--- src/rtl/imem_axil_rd_slave_if.sv ---
// AXI-lite read channel (AR + R) between the fetch unit and the imem responder.
// Latency: none, wires only.
// Backpressure: standard valid/ready on both AR and R.
interface imem_axil_rd_slave_if #(
    parameter int ADDR_W = 32,
    parameter int DATA_W = 64
);
    logic              ARVALID;
    logic              ARREADY;
    logic [ADDR_W-1:0] ARADDR;
    logic              RVALID;
    logic              RREADY;
    logic [DATA_W-1:0] RDATA;
    logic [1:0]        RRESP;

    modport slave (
        input  ARVALID, ARADDR, RREADY,
        output ARREADY, RVALID, RDATA, RRESP
    );

    modport master (
        output ARVALID, ARADDR, RREADY,
        input  ARREADY, RVALID, RDATA, RRESP
    );
endinterface

--- src/rtl/imem_axil_rd_slave.sv ---
// AXI-lite read responder for the instruction memory: one read at a time, 64-bit word returned.
// Latency: RVALID 3+WAIT_CYC cycles after the AR handshake (1 cycle for an out-of-range DECERR).
// Backpressure: ARREADY only while idle; RDATA/RRESP held until RREADY.
module imem_axil_rd_slave #(
    parameter int                ADDR_W   = 32,
    parameter int                DATA_W   = 64,
    parameter logic [ADDR_W-1:0] BASE     = 32'h80000000,
    parameter logic [ADDR_W-1:0] SIZE     = 32'h08000000,
    parameter int                WAIT_CYC = 0
) (
    input  logic                   clk,
    input  logic                   rst,
    imem_axil_rd_slave_if.slave    bus,
    output logic                   mem_req,
    output logic [ADDR_W-1:0]      mem_addr,
    input  logic [DATA_W-1:0]      mem_rdata
);
    localparam int         LP_LSB  = $clog2(DATA_W / 8);
    localparam logic [3:0] LP_WAIT = 4'(WAIT_CYC);

    typedef enum logic [2:0] {
        IDLE  = 3'd0,
        REQ   = 3'd1,
        DATA  = 3'd2,
        DELAY = 3'd3,
        RESP  = 3'd4
    } state_t;

    state_t            r_state;
    state_t            w_next;
    logic [ADDR_W-1:0] r_addr;
    logic [DATA_W-1:0] r_rdata;
    logic [1:0]        r_rresp;
    logic [3:0]        r_cnt;

    logic              w_accept;
    logic [ADDR_W-1:0] w_offset;
    logic              w_in_range;
    logic [ADDR_W-1:0] w_addr_aligned;

    // Range check on the raw address; the subtraction form cannot overflow the way BASE+SIZE could.
    assign w_offset       = bus.ARADDR - BASE;
    assign w_in_range     = (bus.ARADDR >= BASE) && (w_offset < SIZE);
    assign w_addr_aligned = {bus.ARADDR[ADDR_W-1:LP_LSB], LP_LSB'(0)};
    assign w_accept       = bus.ARVALID && (r_state == IDLE);

    // Outputs decode from registered state only, so no input reaches RVALID or mem_req combinationally.
    assign bus.ARREADY = (r_state == IDLE);
    assign bus.RVALID  = (r_state == RESP);
    assign bus.RDATA   = r_rdata;
    assign bus.RRESP   = r_rresp;
    assign mem_req     = (r_state == REQ);
    assign mem_addr    = r_addr;

    // State register; reset aborts any in-flight read.
    always_ff @(posedge clk) begin
        if (rst) begin
            r_state <= IDLE;
        end else begin
            r_state <= w_next;
        end
    end

    // Next-state decode.
    always_comb begin
        w_next = r_state;
        case (r_state)
            IDLE: begin
                if (w_accept) begin
                    w_next = w_in_range ? REQ : RESP;
                end
            end
            REQ: begin
                w_next = DATA;
            end
            DATA: begin
                w_next = (WAIT_CYC == 0) ? RESP : DELAY;
            end
            DELAY: begin
                if (r_cnt == 4'd0) begin
                    w_next = RESP;
                end
            end
            RESP: begin
                if (bus.RREADY) begin
                    w_next = IDLE;
                end
            end
            default: begin
                w_next = IDLE;
            end
        endcase
    end

    // Address latch, response data/status capture and wait-cycle counter.
    always_ff @(posedge clk) begin
        if (rst) begin
            r_addr  <= '0;
            r_rdata <= '0;
            r_rresp <= 2'b00;
            r_cnt   <= 4'd0;
        end else begin
            case (r_state)
                IDLE: begin
                    if (w_accept) begin
                        r_addr <= w_addr_aligned;
                        if (!w_in_range) begin
                            r_rdata <= '0;
                            r_rresp <= 2'b11;
                        end
                    end
                end
                DATA: begin
                    r_rdata <= mem_rdata;
                    r_rresp <= 2'b00;
                    if (WAIT_CYC != 0) begin
                        r_cnt <= LP_WAIT - 4'd1;
                    end
                end
                DELAY: begin
                    if (r_cnt != 4'd0) begin
                        r_cnt <= r_cnt - 4'd1;
                    end
                end
                default: begin
                end
            endcase
        end
    end
endmodule

--- src/flat_wrapper.sv ---
// flat-port wrapper written by rule: the top's interface ports become plain ports
module imem_axil_rd_slave_flat 
#(
    parameter int                ADDR_W   = 32,
    parameter int                DATA_W   = 64,
    parameter logic [ADDR_W-1:0] BASE     = 32'h80000000,
    parameter logic [ADDR_W-1:0] SIZE     = 32'h08000000,
    parameter int                WAIT_CYC = 0
)
  (clk, rst, mem_req, mem_addr, mem_rdata, bus_ARVALID, bus_ARADDR, bus_RREADY, bus_ARREADY, bus_RVALID, bus_RDATA, bus_RRESP);
  imem_axil_rd_slave_if #(.ADDR_W(ADDR_W), .DATA_W(DATA_W)) bus_i ();
  input  logic clk;
  input  logic rst;
  output logic mem_req;
  output logic [ADDR_W-1:0] mem_addr;
  input  logic [DATA_W-1:0] mem_rdata;
  input wire logic [$bits(bus_i.ARVALID)-1:0] bus_ARVALID;
  input wire logic [$bits(bus_i.ARADDR)-1:0] bus_ARADDR;
  input wire logic [$bits(bus_i.RREADY)-1:0] bus_RREADY;
  output wire logic [$bits(bus_i.ARREADY)-1:0] bus_ARREADY;
  output wire logic [$bits(bus_i.RVALID)-1:0] bus_RVALID;
  output wire logic [$bits(bus_i.RDATA)-1:0] bus_RDATA;
  output wire logic [$bits(bus_i.RRESP)-1:0] bus_RRESP;
  assign bus_i.ARVALID = bus_ARVALID;
  assign bus_i.ARADDR = bus_ARADDR;
  assign bus_i.RREADY = bus_RREADY;
  assign bus_ARREADY = bus_i.ARREADY;
  assign bus_RVALID = bus_i.RVALID;
  assign bus_RDATA = bus_i.RDATA;
  assign bus_RRESP = bus_i.RRESP;
  imem_axil_rd_slave #(.ADDR_W(ADDR_W), .DATA_W(DATA_W), .BASE(BASE), .SIZE(SIZE), .WAIT_CYC(WAIT_CYC)) u_core (.clk(clk), .rst(rst), .bus(bus_i), .mem_req(mem_req), .mem_addr(mem_addr), .mem_rdata(mem_rdata));
endmodule
--- config.mk ---
export PLATFORM = sky130hd
export DESIGN_NAME = imem_axil_rd_slave_flat
export DESIGN_NICKNAME = d
export VERILOG_FILES = /design/src/rtl/imem_axil_rd_slave_if.sv /design/src/rtl/imem_axil_rd_slave.sv /design/src/flat_wrapper.sv
export SDC_FILE = /design/constraint.sdc
export NUM_CORES = 1
export LEC_CHECK = 0
export ABC_AREA = 0
export BUFFER_PORTS_ARGS = -buffer_cell sky130_fd_sc_hd__buf_2
export CAP_MARGIN = 20
export CORE_MARGIN = 4
export CORE_UTILIZATION = 47
export CTS_CLUSTER_SIZE = 20
export DETAILED_ROUTE_END_ITERATION = 12
export GPL_ROUTABILITY_DRIVEN = 0
export PLACE_DENSITY_LB_ADDON = 0.08
export SLEW_MARGIN = 10
export SYNTH_ARGS = -nofsm -noshare
export SYNTH_HDL_FRONTEND = slang
export SYNTH_SLANG_ARGS = --single-unit
--- constraint.sdc ---
create_clock -name clk -period 1.8 [get_ports clk]
set_clock_uncertainty 0.15 [all_clocks]
set_input_delay 0.54 -clock clk [delete_from_list [all_inputs] [get_ports clk]]
set_output_delay 0.54 -clock clk [all_outputs]
set_load 0.01 [all_outputs]
==> run metrics, run 1 <==
status=finished, violations left; failing checks=negative setup slack; Critical path buffers and inverters=2; CTS buffer count=9; unique cell type count in the Yosys netlist=32; CTS clk-pin slew, worst paths=100 ps; core area=8890 µm²; die area=10900 µm²; Post-Syn Area per Cell=8.08 µm²; die extent in x=104 µm; combinational share of power=0.112; largest cells by area after synthesis=dfxtp_1, nand2_1, o311ai_0; Final Hold Viols=0; Hold WC Path Type=input pin to flip-flop; pin count of the biggest net entering global routing=72; Nets=822; Fmax=543 MHz; worst vdd ir=0.514 mV; critical path cell sequence=buf_6 -> nor3_4 -> buf_6; routed vias=4409; number of max-cap violations=0; dpl hpwl=8170 µm; min cycle time layout=1840 ps; Yosys top cell area share=0.464; sw power=1.10 mW; fin crit share=1.02; Seq cells post-synth=101; I/O Buffers=194; Yosys top cell by area=dfxtp_1; Net Sw Frac=0.269; first-pass GRT wire length=19600 µm; Max Fanout on Critical Path=4; fillers=813; vias in the first global route=4240; slowest stage delay, CP=370 ps; RSZ-0062 raised after global routing=yes; TritonCTS sink count=101; utilization after layout=0.641; CTS tree=yes; initial antenna violation count=0; Clock Root Buffer=clkbuf_8; Pins Over Slew Limit=0; 1st-iter DRT viols=235; routed wire length=11800 µm; vias per cell=5.29; CP endpoint kind=output port; Initial Utilization=0.491; Die Y=104 µm; Placement Rows=34; cell internal pwr=2.99 mW; Leak Pwr=2.39 nW; # DRC=0; crit path DAT=1150 ps; critical path's top delay family=flip-flops; layout cells sized above 1=0.340; PwrDens=719 nW/µm²; post-synthesis sequential area ratio=0.464; All-Layer GR Usage=0.212; Crit Path Class=flip-flop to output port; post-route antenna net violation count=0; total global routing overflow=0; setup_tns=-40.4 ps; most common cell after layout, fill and taps aside=buf_2; required time of the critical path=1110 ps; slowest CP cell=dfxtp_4; Ys Warns=0; Area Overhead vs Synth=30.6%; # hold bufs at CTS=0; H-tree Lvls=3; setup violators final=1; I/O pins=201; Synth Cell Area=4360 µm²; DRT Pass-1 Iters=4; WL/cell=14.1 µm; final worst slack=-40.4 ps; Crit path top cell by count=buf_6; Startpoint Class=flip-flop; most frequent cells in the layout=buf_2, nand2_1, dfxtp_1, inv_1, nand3_1; clock network power share=0.327; CTS max path bufs=2; Syn Inst Count=540; sequential share of power=0.561; total inserted antenna cells=0; worst-skew pair later-pin latency=360 ps
[path summary, 6_finish.rpt]
kind | start | to | slack (ps) | cells after the start
setup / recovery | u_core.r_state[2]$_SDFFE_PP0P_ | bus_ARREADY | -40 | 3
hold / removal | mem_rdata[58] | u_core.bus.RDATA[58]$_SDFFE_PP0P_ | 230 | 3
setup reg to reg | u_core.r_state[0]$_SDFFE_PP0P_ | u_core.mem_addr[6]$_SDFFE_PP0P_ | 90 | 4
hold reg to reg | u_core.mem_addr[16]$_SDFFE_PP0P_ | u_core.mem_addr[16]$_SDFFE_PP0P_ | 310 | 2
[metrics by stage]
stage                     instances  hold WS (ps)  total power, mW  worst slack (ps)  area (µm²)
after floorplan                 542           303             2.59               102        4370
after global placement          813           289             2.80             -54.3        5430
after detailed placement        813           293             2.80              -146        5430
after CTS                       833           222             4.13             -53.4        5670
after global routing            834           222             4.29              -105        5700
final                           834           233             4.10             -40.4        5700
[power groups by stage]
stage,Combinational (mW),Sequential (mW),Clock (mW)
finish,0.458,2.30,1.34
global route,0.504,2.31,1.48
CTS,0.455,2.30,1.38
detailed placement,0.447,2.36,0
global placement,0.443,2.35,0
floorplan,0.214,2.37,0
[kinds of logic (layout without fill, tap and decap cells)]
kind of cell / after synthesis / in the layout / synth area share
adders and majority gates: 1 / 1 / 0.00287
and+or+nand+nor: 210 / 210 / 0.220
AOI/OAI and AO/OA: 108 / 108 / 0.183
other: 1 / 3 / 0.000860
DFF: 101 / 101 / 0.464
buffers and inverters: 119 / 303 / 0.130
[synthesized netlist by cell type]
cell         n
buf_4        5
or3_1        2
nor4b_2      1
and4_1       1
clkbuf_1    14
nor3b_1      4
or2_2        1
nand3_1     65
nor4_4       1
a2111oi_0    2
nor3_1       1
o21ai_0      3
o311ai_1    16
nor2_1       4
o311ai_0    48
a211oi_1     1
conb_1       1
nand3b_1     1
a21oi_1     35
buf_6       10
inv_1       69
nor4b_1      1
buf_2       21
or4b_4       1
nand2_1    123
o21a_1       2
ha_1         1
nor2b_1      1
o21bai_1     1
nand2b_1     1
or4_1        2
dfxtp_1    101
[layout make-up]
class | instances | area (µm²) | area share
clock buffers | 9 | 124 | 0.0217
flip-flops and latches | 101 | 2030 | 0.357
clock inverters | 7 | 55.1 | 0.00966
multi-input cells | 322 | 1830 | 0.321
inverters | 69 | 259 | 0.0455
repair buffers | 218 | 1260 | 0.221
well taps | 108 | 135 | 0.0237
[timing repair]
action                     in CTS  in global routing
hold endpoints to repair        0                  0
pin swaps                       1                  0
buffers inserted                4                  1
setup endpoints to repair       4                  4
gates resized for setup        10                  4
[sequential cells by signal, summed over array words and instances, names as in the netlist]
register	count
u_core.r_cnt	4
u_core.bus.RDATA	64
u_core.mem_addr	29
u_core.bus.RRESP	1
u_core.r_state	3
[metal layers]
layer / vias to the layer above / track usage / wire length [µm]
met5: - / 0 / 0
met4: 0 / 0.0712 / 223
met3: 17 / 0.0552 / 846
met2: 159 / 0.362 / 5730
met1: 2024 / 0.259 / 4990
li1: 2209 / - / -
[tightest hold or removal path, stage by stage]
cell      delay [ps]
buf_2             70
nand2_1           40
o311ai_1          70
Note: power is estimated with default switching activity, not from simulation.
==> inputs of run 2 (changes only) <==
- CORE_ASPECT_RATIO: unset -> 2
==> run metrics, run 2 (synthesis gave the netlist of run 1 again) <==
total global routing overflow=0 (unchanged); setup violators final=0 (was 1); CTS clk-pin slew, worst paths=60 ps (was 100 ps); DP Worst Slack=-41.1 ps (was -146 ps); RSZ-0062 raised after global routing=yes (unchanged); I/O Buffers=194 (unchanged); min cycle time layout=1760 ps (was 1840 ps); Fmax=570 MHz (was 543 MHz); utilization after layout=0.638 (was 0.641); most common cell after layout, fill and taps aside=buf_2 (unchanged); dpl hpwl=8890 µm (was 8170 µm); most frequent cells in the layout=buf_2, nand2_1, dfxtp_1, inv_1, nand3_1 (unchanged); core area=9010 µm² (was 8890 µm²); Area Overhead vs Synth=31.8% (was 30.6%); vias in the first global route=4321 (was 4240); Max Fanout on Critical Path=6 (was 4); Overall Power=4.77 mW (was 4.10 mW); PwrDens=830 nW/µm² (was 719 nW/µm²); initial antenna violation count=0 (unchanged); TritonCTS sink count=101 (unchanged); Startpoint Class=flip-flop (unchanged); H-tree Lvls=3 (unchanged); All-Layer GR Usage=0.220 (was 0.212); total inserted antenna cells=0 (unchanged); 1st-iter DRT viols=255 (was 235); hold wc startpoint=mem_rdata[50] (was mem_rdata[58]); Clock Root Buffer=clkbuf_16 (was clkbuf_8); die area=11000 µm² (was 10900 µm²); CTS buffer count=9 (unchanged); routed vias=4418 (was 4409); post-route antenna net violation count=0 (unchanged); fin crit share=0.975 (was 1.02); routed wire length=12600 µm (was 11800 µm); Final Hold Viols=0 (unchanged); DRT Pass-1 Iters=4 (unchanged); Leak Pwr=2.41 nW (was 2.39 nW); # DRC=0 (unchanged); I/O pins=201 (unchanged); capture instance of the worst register-to-register path=u_core.mem_addr[19]$_SDFFE_PP0P_ (was u_core.mem_addr[6]$_SDFFE_PP0P_); vias per cell=5.37 (was 5.29); fillers=829 (was 813); CTS tree=yes (unchanged); Crit Path Class=flip-flop to output port (unchanged); hold slack=269 ps (was 233 ps); status=finished, final reports clean (was finished, violations left); worst vdd ir=0.759 mV (was 0.514 mV); Initial Utilization=0.484 (was 0.491); reg-to-reg slack, setup=100 ps (was 90 ps); worst reg-to-reg path cell count=4 (unchanged); worst r2r src=u_core.r_state[2]$_SDFFE_PP0P_ (was u_core.r_state[0]$_SDFFE_PP0P_); die extent in x=76.1 µm (was 104 µm); worst-skew pair later-pin latency=330 ps (was 360 ps); number of max-cap violations=0 (unchanged); final worst slack=44.4 ps (was -40.4 ps); Nets=818 (was 822); setup_tns=0 ps (was -40.4 ps); WL/cell=15.3 µm (was 14.1 µm); required time of the critical path=1110 ps (about the same); Hold WC Path Type=input pin to flip-flop (unchanged); first-pass GRT wire length=20200 µm (was 19600 µm); Pins Over Slew Limit=0 (unchanged); worst setup path end=bus_RVALID (was bus_ARREADY); max reg flops=64 (unchanged); Die Y=144 µm (was 104 µm); Placement Rows=49 (was 34); CP endpoint kind=output port (unchanged); CTS max path bufs=2 (unchanged); crit path DAT=1070 ps (was 1150 ps); Worst Setup SP=u_core.r_state[2]$_SDFFE_PP0P_ (unchanged); pin count of the biggest net entering global routing=78 (was 72); layout cells sized above 1=0.333 (was 0.340)
run 2: layout make-up:
type | count | area [µm²] | share of cell area
timing repair buffer | 214 | 1200 | 0.209
multi-input combinational | 322 | 1820 | 0.317
sequential | 101 | 2030 | 0.354
clock buffer | 11 | 233 | 0.0405
tap | 102 | 128 | 0.0222
inverter | 69 | 259 | 0.0450
clock inverter | 4 | 73.8 | 0.0128
run 2: how the worst min path moves through the flow:
stage | cells past startpoint | slack (ps) | endpoint
floorplan | 2 | 300 | u_core.r_cnt[1]$_SDFFE_PP0P_
global placement | 2 | 290 | u_core.mem_addr[10]$_SDFFE_PP0P_
detailed placement | 2 | 290 | u_core.mem_addr[13]$_SDFFE_PP0P_
CTS | 3 | 260 | u_core.bus.RDATA[59]$_SDFFE_PP0P_
global route | 3 | 270 | u_core.bus.RDATA[58]$_SDFFE_PP0P_
finish | 3 | 270 | u_core.bus.RDATA[50]$_SDFFE_PP0P_
run 2: worst max-delay path, stage by stage (launching register included):
cell and delay, ps:
dfxtp_4 380, nor3b_4 200, buf_2 160
run 2: per-stage QoR:
step           instances  area [µm²]
6_report             823        5750
4_1_cts              819        5720
3_3_place_gp         804        5390
5_1_grt              823        5750
2_1_floorplan        542        4370
3_5_place_dp         804        5390
run 2: metal layers:
layer  up-vias  global-route usage  wire, µm  share of wire
met5         -                   0         0              0
li1       2198                   -         -              -
met4         0              0.0866       331          0.026
met1      2041               0.238      4720           0.38
met2       158               0.406      6760           0.54
met3        21              0.0536       778          0.062
run 2: what timing repair did:
item                       4_1_cts  5_1_grt
resized for setup                8        2
cloned                           0        0
pin swaps                        1        2
hold buffers                     0        0
buffers inserted                 0        4
setup endpoints to repair        5        3
run 2: where the power goes:
part / internal [mW] / switching, mW / total (mW)
Clock: 1.21 / 0.803 / 2.02
Sequential: 2.28 / 0.0245 / 2.30
Combinational: 0.191 / 0.264 / 0.455
==> inputs of run 3 (changes only) <==
- CORE_UTILIZATION: 47 -> 48
- CTS_BUF_LIST: unset -> sky130_fd_sc_hd__clkbuf_4
==> run metrics, run 3 (synthesis gave the netlist of run 1 again) <==
Startpoint Class=flip-flop (unchanged); Hold WC Path Type=input pin to flip-flop (unchanged); RSZ-0062 raised after global routing=yes (unchanged); met3 usage=0.0592 (was 0.0536); TritonCTS sink count=101 (unchanged); Critical path buffers and inverters=2 (was 1); PwrDens=748 nW/µm² (was 830 nW/µm²); # hold bufs at CTS=0 (unchanged); failing checks=negative setup slack; core area=8950 µm² (was 9010 µm²); Pins Over Slew Limit=0 (unchanged); die extent in x=75.4 µm (was 76.1 µm); sw power=1.04 mW (was 1.09 mW); number of max-cap violations=0 (unchanged); Area Overhead vs Synth=29.8% (was 31.8%); fin crit share=1.05 (was 0.975); Layout Cells excl Fill=825 (was 823); critical path cell sequence=nor2_2 -> nand2_1 -> inv_1 -> buf_2 (was nor3b_4 -> buf_2); routed vias=4415 (was 4418); setup_tns=-242 ps (was 0 ps); Nets=818 (unchanged); Clock Root Buffer=clkbuf_4 (was clkbuf_16); initial antenna violation count=1 (was 0); critical path's top delay family=flip-flops (unchanged); DP Area=5400 µm² (was 5390 µm²); most frequent cells in the layout=buf_2, nand2_1, dfxtp_1, inv_1, nand3_1 (unchanged); routed wire length=12300 µm (was 12600 µm); dpl hpwl=8740 µm (was 8890 µm); met2 GRT Util=0.378 (was 0.406); worst-skew pair later-pin latency=440 ps (was 330 ps); H-tree Lvls=3 (unchanged); I/O pins=201 (unchanged); I/O Buffers=194 (unchanged); cell internal pwr=3.19 mW (was 3.68 mW); hold wc startpoint=mem_rdata[60] (was mem_rdata[50]); slowest stage delay, CP=390 ps (was 380 ps); # DRC=0 (unchanged); vias in the first global route=4080 (was 4321); post-route antenna net violation count=0 (unchanged); Final Hold Viols=0 (unchanged); Worst Setup SP=u_core.r_state[2]$_SDFFE_PP0P_ (unchanged); layout cells sized above 1=0.335 (was 0.333); Crit Path Class=flip-flop to output port (unchanged); max reg flops=64 (unchanged); utilization after layout=0.633 (was 0.638); 1st-iter DRT viols=227 (was 255); placed cells=804 (unchanged); grt met1 use=0.255 (was 0.238); Fmax=529 MHz (was 570 MHz); status=finished, violations left (was finished, final reports clean); GRT busiest layer=met2 (unchanged); worst r2r src=u_core.r_cnt[0]$_SDFFE_PP0P_ (was u_core.r_state[2]$_SDFFE_PP0P_); CTS max path bufs=2 (unchanged); clock network power share=0.348 (was 0.422); DRT Pass-1 Iters=5 (was 4); fillers=840 (was 829); All-Layer GR Usage=0.224 (was 0.220); worst vdd ir=0.559 mV (was 0.759 mV); sequential cell area=2030 µm² (unchanged); Leak Pwr=2.36 nW (was 2.41 nW); Net Sw Frac=0.246 (was 0.229); CTS tree=yes (unchanged); CTS buffer count=9 (unchanged); vias per cell=5.35 (was 5.37); Placement Rows=49 (unchanged); Initial Utilization=0.487 (was 0.484); min cycle time layout=1890 ps (was 1760 ps); CP endpoint kind=output port (unchanged); footprint of the multi-input gates=1830 µm² (was 1820 µm²); most common cell after layout, fill and taps aside=buf_2 (unchanged); first-pass GRT wire length=19000 µm (was 20200 µm); WL/cell=14.9 µm (was 15.3 µm); total global routing overflow=0 (unchanged); slowest CP cell=dfxtp_4 (unchanged); combinational share of power=0.108 (was 0.095); Die Y=143 µm (was 144 µm); final worst slack=-89.6 ps (was 44.4 ps); sequential share of power=0.544 (was 0.482); setup violators final=3 (was 0); CTS clk-pin slew, worst paths=160 ps (was 60 ps); pin count of the biggest net entering global routing=49 (was 78); required time of the critical path=1110 ps (about the same); crit path DAT=1200 ps (was 1070 ps); Max Fanout on Critical Path=6 (unchanged); post-route cell area=5660 µm² (was 5750 µm²); die area=10800 µm² (was 11000 µm²)
[run 3: cell types whose count changed in the layout (fill, tap and decap cells not counted), sizes merged]
cell | previous run | this run
buf | 212 | 214
inv | 69 | 70
clkinv | 2 | 1
clkinvlp | 0 | 1
clkbuf | 13 | 10
diode | 0 | 1
bufinv | 2 | 3
[run 3: routing by layer]
layer,wire length [µm],vias up
li1,-,2200
met1,4680,2030
met2,6400,159
met3,825,26
met4,397,0
met5,0,-
[run 3: metrics by stage]
stage	power, mW	setup slack, ps	hold slack (ps)
CTS	4.28	-121	105
finish	4.24	-89.6	139
global route	4.42	-197	103
global placement	2.80	-71.7	290
floorplan	2.59	102	303
detailed placement	2.81	-101	293
[run 3: timing repair]
| item | 4_1_cts | 5_1_grt |
|---|---|---|
| gates resized for setup | 9 | 4 |
| buffers inserted | 4 | 0 |
| endpoints found under the setup margin | 4 | 17 |
[run 3: power by group through the flow]
stage | sequential [mW] | clock, mW | combinational [mW]
after floorplan | 2.37 | 0 | 0.214
final | 2.30 | 1.48 | 0.458
after CTS | 2.30 | 1.52 | 0.459
after global routing | 2.31 | 1.61 | 0.502
after detailed placement | 2.36 | 0 | 0.450
after global placement | 2.36 | 0 | 0.443
[run 3: area by class of cell]
class / instances / area share
Sequential cell: 101 / 0.359
Tap cell: 102 / 0.0225
Timing Repair Buffer: 214 / 0.216
Clock buffer: 10 / 0.0133
Inverter: 69 / 0.0457
Antenna cell: 1 / 0.000442
Clock inverter: 6 / 0.0194
Multi-Input combinational cell: 322 / 0.323
[run 3: worst min-delay path, stage by stage]
cell      delay (ps)
buf_2             70
nand2_1           40
o311ai_1          70
[run 3: final timing paths]
path	slack [ps]	depth (start not counted)	to
setup / recovery	-90	4	mem_req
hold / removal	140	3	u_core.bus.RDATA[60]$_SDFFE_PP0P_
setup reg to reg	90	5	u_core.r_cnt[3]$_SDFFE_PP0P_
hold reg to reg	310	2	u_core.mem_addr[9]$_SDFFE_PP0P_
